===== src/rtl/dbg_pkg.sv =====
// Shared definitions for the debug RAM writer: FSM states, cursor encodings
// and default timing parameters.
package dbg_pkg;

   typedef enum logic [1:0] {
      IDLE   = 2'd0,
      EDIT   = 2'd1,
      WRITE  = 2'd2,
      VERIFY = 2'd3
   } dbg_state_e;

   localparam logic [1:0] CUR_ADDR_HI = 2'd0;
   localparam logic [1:0] CUR_ADDR_LO = 2'd1;
   localparam logic [1:0] CUR_DATA_HI = 2'd2;
   localparam logic [1:0] CUR_DATA_LO = 2'd3;

   localparam int WR_HOLD_DEF = 4;
   localparam int RD_LAT_DEF  = 2;

   // Modulo-16 step of one nibble; never carries into its neighbour.
   function automatic logic [3:0] nib_step(input logic [3:0] n, input logic up);
      return up ? n + 4'd1 : n - 4'd1;
   endfunction

endpackage


===== src/rtl/edge_pulse_detect.sv =====
// Registered rising-edge detector: one-cycle pulse per low-to-high transition.
module edge_pulse_detect (
   input  logic clk,
   input  logic rst_n,
   input  logic level,
   output logic rise
);

   logic prev;

   always_ff @(posedge clk or negedge rst_n) begin
      if (!rst_n) begin
         prev <= 1'b0;
         rise <= 1'b0;
      end else begin
         prev <= level;
         rise <= level & ~prev;
      end
   end

endmodule


===== src/rtl/dbg_ram_writer.sv =====
// Debug RAM writer: pulse/button editor for an address/data byte pair, a
// WR_HOLD-cycle write strobe and a readback compare with sticky error flag.
module dbg_ram_writer
   import dbg_pkg::*;
#(
   parameter int WR_HOLD = WR_HOLD_DEF,
   parameter int RD_LAT  = RD_LAT_DEF
) (
   input  logic       qzt_clk,
   input  logic       reset_n,
   input  logic       enable,
   input  logic       pulse,
   input  logic       direction,
   input  logic       btn_next,
   input  logic       btn_write,
   input  logic [7:0] rd_data,
   output logic       wr_en,
   output logic [7:0] wr_addr,
   output logic [7:0] wr_data,
   output logic [7:0] rd_addr,
   output logic [1:0] cursor,
   output logic       busy,
   output logic       err,
   output logic [7:0] wr_count
);

   localparam logic [3:0] HOLD_LD = 4'(WR_HOLD);
   localparam logic [3:0] LAT_LD  = 4'(RD_LAT);

   dbg_state_e state;
   logic [3:0] cnt;
   logic       next_ev;
   logic       write_ev;
   logic [3:0] sel_nib;
   logic [3:0] new_nib;

   edge_pulse_detect u_next (
      .clk   (qzt_clk),
      .rst_n (reset_n),
      .level (btn_next),
      .rise  (next_ev)
   );

   edge_pulse_detect u_write (
      .clk   (qzt_clk),
      .rst_n (reset_n),
      .level (btn_write),
      .rise  (write_ev)
   );

   always_comb begin
      sel_nib = 4'h0;
      case (cursor)
         CUR_ADDR_HI: sel_nib = wr_addr[7:4];
         CUR_ADDR_LO: sel_nib = wr_addr[3:0];
         CUR_DATA_HI: sel_nib = wr_data[7:4];
         default:     sel_nib = wr_data[3:0];
      endcase
      new_nib = nib_step(sel_nib, direction);
   end

   always_ff @(posedge qzt_clk or negedge reset_n) begin
      if (!reset_n) begin
         state    <= IDLE;
         cnt      <= 4'd0;
         wr_en    <= 1'b0;
         wr_addr  <= 8'h00;
         wr_data  <= 8'h00;
         rd_addr  <= 8'h00;
         cursor   <= CUR_ADDR_HI;
         busy     <= 1'b0;
         err      <= 1'b0;
         wr_count <= 8'h00;
      end else begin
         case (state)
            IDLE: begin
               if (enable) state <= EDIT;
            end

            // Priority: write > next > pulse; losers in the same cycle are dropped.
            EDIT: begin
               if (!enable) begin
                  state <= IDLE;
               end else if (write_ev) begin
                  state <= WRITE;
                  cnt   <= HOLD_LD;
                  wr_en <= 1'b1;
                  busy  <= 1'b1;
               end else if (next_ev) begin
                  cursor <= cursor + 2'd1;
               end else if (pulse) begin
                  case (cursor)
                     CUR_ADDR_HI: wr_addr[7:4] <= new_nib;
                     CUR_ADDR_LO: wr_addr[3:0] <= new_nib;
                     CUR_DATA_HI: wr_data[7:4] <= new_nib;
                     default:     wr_data[3:0] <= new_nib;
                  endcase
               end
            end

            WRITE: begin
               if (cnt == 4'd1) begin
                  state   <= VERIFY;
                  wr_en   <= 1'b0;
                  rd_addr <= wr_addr;
                  cnt     <= LAT_LD;
               end else begin
                  cnt <= cnt - 4'd1;
               end
            end

            // RD_LAT wait cycles plus the sampling cycle.
            default: begin
               if (cnt == 4'd0) begin
                  if (rd_data != wr_data) err <= 1'b1;
                  wr_count <= wr_count + 8'd1;
                  wr_addr  <= wr_addr + 8'd1;
                  cursor   <= CUR_DATA_HI;
                  busy     <= 1'b0;
                  state    <= enable ? EDIT : IDLE;
               end else begin
                  cnt <= cnt - 4'd1;
               end
            end
         endcase
      end
   end

endmodule


===== config.mk =====
export PLATFORM = sky130hd
export DESIGN_NAME = dbg_ram_writer
export DESIGN_NICKNAME = d
export VERILOG_FILES = /design/src/rtl/dbg_pkg.sv /design/src/rtl/edge_pulse_detect.sv /design/src/rtl/dbg_ram_writer.sv
export SDC_FILE = /design/constraint.sdc
export NUM_CORES = 1
export LEC_CHECK = 0
export BUFFER_PORTS_ARGS = -buffer_cell sky130_fd_sc_hd__buf_4
export CAP_MARGIN = 20
export CORE_AREA = 3 3 63 88
export CTS_CLUSTER_DIAMETER = 120
export DETAILED_ROUTE_END_ITERATION = 8
export DIE_AREA = 0 0 66 91
export PLACE_DENSITY_LB_ADDON = 0.05
export SLEW_MARGIN = 5
export SYNTH_ARGS = -nofsm -noshare
export SYNTH_HDL_FRONTEND = slang
export SYNTH_HIERARCHICAL = 1
export SYNTH_SLANG_ARGS = --single-unit
export TNS_END_PERCENT = 100

===== constraint.sdc =====
create_clock -name qzt_clk -period 4.55 [get_ports qzt_clk]
set_input_delay 0.91 -clock qzt_clk [delete_from_list [all_inputs] [get_ports qzt_clk]]
set_output_delay 0.91 -clock qzt_clk [all_outputs]
set_load 0.1 [all_outputs]

==> qor.csv, run 1 <==
metric;value;unit
drt via density;5.50;
most common cell after layout, fill and taps aside;buf_4;
DP Area;3080;um2
max_slew headroom;0.362;
measured slew at the worst slew-check pin;0.957;ns
Tot GR Track Use;0.200;
Critical Path, Cell by Cell;inv_1, ha_1, or4b_4, a211oi_4, o21ai_1, a32oi_1, o31ai_1;
Worst EP required;4.73;ns
Yosys cell types;49;
post-CTS setup buffers;0;
Mean Syn Cell Area;10.2;um2
Root Buffer;clkbuf_8;
critical path peak fanout;31;
final instance area;3160;um2
routed len/inst;14.8;um
Area growth syn-to-layout;19.7;%
kind of cell adding the most delay to the critical path;compound AO/OA/AOI/OAI gates;
hold buffer count at CTS;0;
setup violators final;0;
TritonCTS clock tree;done;
share of layout cells above drive strength 1;0.244;
RSZ-0062 raised after global routing;no;
Die Span Y;91;um
final setup TNS;0;ns
largest net degree at the start of global routing;48;
FF-to-FF path depth;7;
Synth Warn #;6;
CP endpoint kind;register;
Slew Limit Fails;0;
Clock Pin Slew Worst Setup and Hold Paths;0.08;ns
most frequent cells in the layout;buf_4 (51), dfrtp_1 (47), nand2_1 (30), nor2_1 (17), xnor2_1 (16);
flops & latches, synth;47;
global-route wire length before repair;9.37;mm
r2r endpoint;wr_addr[7]$_DFFE_PN0P_;
crit path DAT;2.82;ns
GR peak layer;met2;
initial antenna violation count;0;
sequential fraction of the synthesis area;0.445;
Critical Path Start Type;register;
Layout Skew;0.00676;ns
worst hold-check path type;reg2reg;
Yosys top cell by area;dfrtp_1;
slowest stage cell, crit path;or4b_4;
Mapped Cells;259;
Nets;342;
# diodes;0;
port bufs;51;
Final Hold Viols;0;
number of global-route vias before repair;2051;
HPWL Detailed;4.26;mm
die width;66;um
Fmax;379;MHz
HP Start;u_next/prev$_DFF_PN0_;
grt total ovfl;0;
Post-Syn Area;2640;um2
Synth Net Count;290;
worst path buffer plus inverter count;1;
DRT Wirelength;5.56;mm
gpl congestion;0.861;
GR Layer Usage met2;0.344;
PostCTS Resize Cnt;0;
Final ANT Viol Nets;0;
H-tree depth;2;
drt drc;0;
worst skew pair latency;0.30;ns
Levels on crit path;7;
CTS sink count;47;
total die area;6010;um2
crit path time final;2.64;ns
Worst Setup Path Type;reg2reg;
Critical Path End;wr_addr[7]$_DFFE_PN0P_;
deepest clock path buffer count;2;
worst reg-to-reg setup slack;1.91;ns
core area;4840;um2
Slowest Stage Delay on Critical Path;0.69;ns
FF-to-FF Start;state[1]$_DFFE_PN0P_;
status;finished, final reports clean;
DR pass1 iterations;4;
# rows;30;
CTS buffer count;5;
1st-iter DRT viols;59;
routing usage on met1;0.233;
top cells by area, synth;dfrtp_1 (45%), ha_1 (7.1%), xnor2_1 (5.3%);
I/O Pins;52;
Synth top area share;0.445;
DR vias;2061;
worst setup path start;state[1]$_DFFE_PN0P_;
fin crit share;0.580;
Starting Density;0.545;
Max Cap Viol;0;
met3 global-route usage;0.0483;
cell families after synthesis:
logic type | Yosys count | share of synthesized area
compound gates | 59 | 0.150
xor+xnor | 19 | 0.0630
fa+ha+maj | 16 | 0.0787
buf+inv | 20 | 0.0299
flops | 47 | 0.445
mux | 17 | 0.0711
simple gates | 81 | 0.162
cell usage after synthesis (all sizes together):
cell / count
a211oi: 2
a21boi: 2
a21o: 2
a21oi: 5
a222oi: 2
a22o: 7
a22oi: 3
a2bb2oi: 1
a311oi: 1
a31oi: 1
a32oi: 1
and2: 1
and3: 3
and4: 2
buf: 5
clkbuf: 1
dfrtp: 47
fa: 1
ha: 15
inv: 14
mux2: 14
mux2i: 3
nand2: 30
nand2b: 4
nand3: 5
nand3b: 1
nand4: 6
nor2: 17
nor2b: 2
nor3: 2
nor3b: 3
nor4b: 1
o21a: 1
o21ai: 27
o22ai: 2
o31a: 1
o31ai: 1
or2: 2
or3: 1
or4b: 1
xnor2: 16
xor2: 3
registers in the layout, summed over array words and instances, names as in the netlist, 2 cells and up:
| register | flops |
|---|---|
| wr_addr | 8 |
| wr_data | 8 |
| state | 2 |
| rd_addr | 8 |
| cnt | 4 |
| cursor | 2 |
| wr_count | 8 |
layout make-up:
| class | instances | area [um2] |
|---|---|---|
| clock inverter | 2 | 13.8 |
| tap | 64 | 80.1 |
| inverter | 14 | 52.6 |
| sequential | 47 | 1180 |
| fill | 404 | 1680 |
| clock buffer | 5 | 68.8 |
| multi-input combinational | 192 | 1390 |
| timing repair buffer | 51 | 383 |
worst reg2reg max path: cells and delay by family, from the launching register on:
| family | cells | cell delay (ns) |
|---|---|---|
| AO/OA/AOI/OAI | 4 | 0.76 |
| flip-flops | 1 | 0.46 |
| AND/OR/NAND/NOR | 1 | 0.69 |
| buffers and inverters | 1 | 0.09 |
| adder cells (fa/ha/maj) | 1 | 0.52 |
per-stage QoR:
stage	utilization	setup slack [ns]	hold WS (ns)	cells
5_1_grt	0.652	1.66	0.457	375
3_3_place_gp	0.635	1.97	0.432	368
6_report	0.652	1.91	0.450	375
2_1_floorplan	-	1.65	0.429	259
3_5_place_dp	0.635	1.91	0.441	368
4_1_cts	0.652	1.92	0.456	375
metal layers:
layer  vias up  routed length, um
met3        11                283
met5         -                  0
met4         0                108
met1       980               2300
li1       1017                  -
met2        53               2870
how the worst min path moves through the flow:
stage                             endpoint  cells after the start
floorplan            u_next/rise$_DFF_PN0_                      1
global placement     u_next/rise$_DFF_PN0_                      1
detailed placement  u_write/rise$_DFF_PN0_                      1
CTS                  u_next/rise$_DFF_PN0_                      1
global route         u_next/rise$_DFF_PN0_                      1
finish               u_next/rise$_DFF_PN0_                      1
Power of run 1 is not shown: default switching activity piles up to over one toggle a cycle in this logic, so the estimate is an artifact.
==> inputs of run 2 (changes only) <==
- CORE_AREA: 3 3 63 88 -> 3 3 66 92
- DIE_AREA: 0 0 66 91 -> 0 0 69 95
- clock period: 4.55 -> 2.3 ns (I/O delays scaled with it)
==> run 2 against run 1 <==
Compared with the run above: die area rose by 9.1%; fmax rose by 15%; worst setup slack got worse by 1.9 ns; critical path type unchanged; critical endpoint is now wr_addr[6]$_DFFE_PN0P_.
==> qor.csv, run 2 (synthesis results as in run 1) <==
metric;value;unit;change
largest net degree at the start of global routing;48;;unchanged
RSZ-0062 raised after global routing;yes;;
Metal-1 WL;2.47;mm;+7.3%
DR vias;2101;;+1.9%
worst hold-check path type;in2async;;
Final ANT Viol Nets;0;;unchanged
hold slack;0.155;ns;-0.294 ns
Slowest Stage Delay on Critical Path;0.52;ns;-0.17 ns
total die area;6560;um2;+9.1%
number of global-route vias before repair;2156;;+5.1%
global-route wire length before repair;10.2;mm;+9.0%
worst skew pair latency;0.30;ns;about the same
measured slew at the worst slew-check pin;0.587;ns;-0.370 ns
Worst EP required;2.49;ns;-2.24 ns
H-tree depth;2;;unchanged
Detail Route met2 WL;3.29;mm;+15%
DR pass1 iterations;4;;unchanged
routed len/inst;15.6;um;+5.3%
grt total ovfl;0;;unchanged
Nets;355;;+3.8%
status;finished, final reports clean;;
Clock Pin Slew Worst Setup and Hold Paths;0.09;ns;about the same
Tot GR Track Use;0.194;;-0.00622
most common cell after layout, fill and taps aside;buf_4;;
crit path DAT;2.48;ns;-0.34 ns
CTS buffer count;5;;unchanged
Die Span Y;95;um;+4.4%
die width;69;um;+4.5%
metal3 WL;226;um;-20%
CP endpoint kind;register;;
slowest stage cell, crit path;dfrtp_4;;
worst reg-to-reg setup slack;0.006;ns;-1.91 ns
# diodes;0;;unchanged
Starting Density;0.500;;-0.0447
Final Hold Viols;0;;unchanged
initial antenna violation count;0;;unchanged
1st-iter DRT viols;75;;+27%
TritonCTS clock tree;done;;
CTS sink count;47;;unchanged
Layout Skew;0.0111;ns;+0.00436 ns
Max Cap Viol;0;;unchanged
Slew Limit Fails;0;;unchanged
I/O Pins;52;;unchanged
most frequent cells in the layout;buf_4 (63), dfrtp_1 (37), nand2_1 (30), nor2_1 (17), xnor2_1 (16);;
fin crit share;0.997;;+0.417
gpl congestion;0.857;;-0.42%
max_slew headroom;0.609;;+0.247
hold buffer count at CTS;0;;unchanged
Critical Path, Cell by Cell;ha_4, a222oi_1, mux2i_1, ha_1, xnor2_1, a22o_1, a22o_1;;
Root Buffer;clkbuf_8;;
Area growth syn-to-layout;27.4;%;
fin util;0.638;;-0.0149
Max Used Layer;met4;;
core area;5280;um2;+8.9%
Fmax;436;MHz;+15%
critical path peak fanout;5;;-84%
# rows;31;;+3.3%
Critical Path Start Type;register;;
drt drc;0;;unchanged
port bufs;51;;unchanged
share of layout cells above drive strength 1;0.340;;+0.0951
Worst Setup Path Type;reg2reg;;
HPWL Detailed;4.67;mm;+9.7%
drt via density;5.39;;-2.0%
setup violators final;0;;unchanged
deepest clock path buffer count;2;;unchanged
crit path time final;2.29;ns;-0.344 ns
DRT Wirelength;6.09;mm;+9.5%
most frequent CP cell;a22o_1;;
-- run 2: cell count changes in the layout (fill, tap and decap cells not counted), sizes merged --
cell / previous run / this run
bufinv: 0 / 1
buf: 51 / 64
clkinvlp: 0 / 1
clkinv: 2 / 0
-- run 2: metal layers --
layer | global-route usage | vias up
li1 | - | 1035
met1 | 0.222 | 1013
met2 | 0.360 | 43
met3 | 0.0341 | 10
met4 | 0.0717 | 0
met5 | 0 | -
-- run 2: worst paths after layout --
path                                       start                      to  cells after the start
max reg2reg                cursor[1]$_DFFE_PN0P_  wr_addr[6]$_DFFE_PN0P_                      7
min                                      reset_n  rd_addr[7]$_DFFE_PN0P_                      1
min in group qzt_clk                   btn_write  u_write/prev$_DFF_PN0_                      1
max in group asynchronous                reset_n   cursor[0]$_DFFE_PN0P_                      1
max                        cursor[1]$_DFFE_PN0P_  wr_addr[6]$_DFFE_PN0P_                      7
min reg2reg                u_next/prev$_DFF_PN0_   u_next/rise$_DFF_PN0_                      1
-- run 2: critical path, delay by kind of cell (launching register included) --
kind,cells,cell delay (ns)
compound gates,3,0.79
fa+ha+maj,2,0.54
flops,1,0.52
xor+xnor,1,0.21
mux,1,0.13
-- run 2: repair_timing --
action	CTS	global route
gates resized for setup	2	4
setup buffers	0	2
endpoints found under the setup margin	5	11
pin swaps	3	0
-- run 2: per-stage QoR --
stage	TNS, ns	instances	setup slack (ns)	cell area (um2)
after floorplan	-0.130	259	-0.0345	2690
after global placement	0	381	0.0584	3210
after detailed placement	-0.193	381	-0.0552	3210
after CTS	-0.00206	388	-0.00206	3330
after global routing	-0.953	390	-0.151	3360
final	0	390	0.00647	3360
-- run 2: layout make-up --
type / instances / area (um2)
Sequential cell: 47 / 1190
Multi-Input combinational cell: 192 / 1440
Clock inverter: 2 / 37.5
Fill cell: 470 / 1910
Timing Repair Buffer: 64 / 484
Tap cell: 66 / 82.6
Clock buffer: 5 / 68.8
Inverter: 14 / 57.6
Power of run 2 is left out for the same reason.
==> inputs of run 3 (changes only) <==
- CELL_PAD_IN_SITES_DETAIL_PLACEMENT: not set -> 0
- CELL_PAD_IN_SITES_GLOBAL_PLACEMENT: not set -> 1
- CORE_AREA: 3 3 66 92 -> 3 3 75 105
- DIE_AREA: 0 0 69 95 -> 0 0 78 108
==> run 3 against run 2 <==
Compared with the run above: worst setup slack better by 0.054 ns; global-route usage down 2.6 points; clock skew decreased by 0.0010 ns; register-to-register slack improved by 0.05 ns; critical endpoint unchanged; worst hold slack improved by 0.0081 ns; cell count rose by 8.7%; wire length increased by 12%; die area up 29%; core utilization shrank 15 points; final area grew 1.6%.
==> qor.csv, run 3 (synthesis results as in run 1) <==
metric;value;unit;change
TritonCTS clock tree;done;;
1st-iter DRT viols;90;;+20%
slowest stage cell, crit path;dfrtp_4;;
# rows;36;;+16%
worst skew pair latency;0.31;ns;about the same
Nets;359;;+1.1%
most frequent cells in the layout;buf_4 (67), dfrtp_1 (37), nand2_1 (30), nor2_1 (17), xnor2_1 (16);;
Slew Limit Fails;0;;unchanged
Final ANT Viol Nets;0;;unchanged
fin crit share;0.974;;-0.0236
Final Hold Viols;0;;unchanged
final cell count without fillers;424;;+8.7%
largest net degree at the start of global routing;48;;unchanged
Critical Path, Cell by Cell;ha_4, a222oi_1, mux2i_1, ha_1, xnor2_1, a22o_1, a22o_1;;
H-tree depth;2;;unchanged
status;finished, final reports clean;;
Worst Setup Path Type;reg2reg;;
deepest clock path buffer count;2;;unchanged
Fmax;447;MHz;+2.4%
setup violators final;0;;unchanged
grt total ovfl;0;;unchanged
global-route wire length before repair;10.9;mm;+6.3%
dpl cells;415;;+8.9%
worst setup path start;cursor[1]$_DFFE_PN0P_;;
Starting Density;0.376;;-0.125
total die area;8420;um2;+29%
port bufs;51;;unchanged
routed len/inst;16.0;um;+2.6%
Worst EP required;2.49;ns;about the same
Die Span Y;108;um;+14%
Tot GR Track Use;0.167;;-0.0265
Sequential Area;1190;um2;unchanged
CP endpoint kind;register;;
CTS buffer count;5;;unchanged
DR vias;2167;;+3.1%
CTS sink count;47;;unchanged
measured slew at the worst slew-check pin;0.621;ns;+0.0338 ns
HPWL Detailed;5.14;mm;+10%
crit path DAT;2.43;ns;-0.05 ns
worst hold-check path type;in2async;;
Slowest Stage Delay on Critical Path;0.52;ns;about the same
Area growth syn-to-layout;29.4;%;
die width;78;um;+13%
Root Buffer;clkbuf_8;;
core area;7030;um2;+33%
gpl congestion;0.826;;-3.6%
Max Cap Viol;0;;unchanged
Clock Pin Slew Worst Setup and Hold Paths;0.09;ns;about the same
Critical Path Start Type;register;;
multi-input logic area;1430;um2;-0.44%
final setup TNS;0;ns;unchanged
share of layout cells above drive strength 1;0.347;;+0.00700
hold buffer count at CTS;0;;unchanged
Layout Skew;0.0101;ns;-0.00105 ns
crit path time final;2.24;ns;-0.0543 ns
DP Area;3290;um2;+2.3%
DRT Wirelength;6.80;mm;+12%
FF-to-FF Start;cursor[1]$_DFFE_PN0P_;;
fill count;678;;+44%
critical path peak fanout;5;;unchanged
most frequent CP cell;a22o_1;;
most common cell after layout, fill and taps aside;buf_4;;
drt drc;0;;unchanged
RSZ-0062 raised after global routing;yes;;
max_slew headroom;0.586;;-0.0226
DR pass1 iterations;4;;unchanged
drt via density;5.11;;-5.1%
number of global-route vias before repair;2106;;-2.3%
I/O Pins;52;;unchanged
final instance area;3420;um2;+1.6%
initial antenna violation count;0;;unchanged
# diodes;0;;unchanged
## run 3: cell count changes in the layout (fill, tap and decap cells not counted), sizes merged
cell	before	now
buf	64	68
clkinv	0	1
clkbuf	5	6
bufinv	1	0
## run 3: layer usage
layer  GRT usage  up-vias  share of wire
met5           0        -              0
met4      0.0738        0          0.030
met3      0.0333       13          0.039
met2       0.303       47           0.52
met1       0.190     1049           0.41
li1            -     1058              -
## run 3: critical path, delay by kind of cell, from the launching register on
family,cells,cell delay (ns)
DFF,1,0.52
adders and majority gates,2,0.53
muxes,1,0.13
xor gates and xnor gates,1,0.21
AOI/OAI and AO/OA,3,0.75
## run 3: final timing paths
path	end	slack, ns	cells past startpoint
min reg2reg	u_next/rise$_DFF_PN0_	0.45	1
max in group asynchronous	cursor[0]$_DFFE_PN0P_	1.68	1
min	wr_addr[3]$_DFFE_PN0P_	0.16	1
max reg2reg	wr_addr[6]$_DFFE_PN0P_	0.06	7
max	wr_addr[6]$_DFFE_PN0P_	0.06	7
min in group qzt_clk	u_write/prev$_DFF_PN0_	0.26	1
## run 3: final cells by class
cell class	instances	area share
timing repair buffer	68	0.151
sequential	47	0.349
multi-input combinational	192	0.419
clock inverter	2	0.00476
tap	95	0.0348
inverter	14	0.0168
clock buffer	6	0.0242
## run 3: repair_timing
action,in CTS,in global routing
buffers inserted,0,1
setup endpoints to repair,4,9
gates resized for setup,1,4
pin swaps,0,3
endpoints found under the hold margin,0,0
## run 3: stage by stage
step	setup WS [ns]	util	hold slack, ns
after detailed placement	0.00465	0.468	0.437
final	0.0608	0.486	0.164
after global routing	-0.0597	0.486	0.201
after CTS	0.00464	0.483	0.181
after floorplan	-0.0345	-	0.164
after global placement	0.0420	0.468	0.435
Power of run 3 is left out for the same reason.
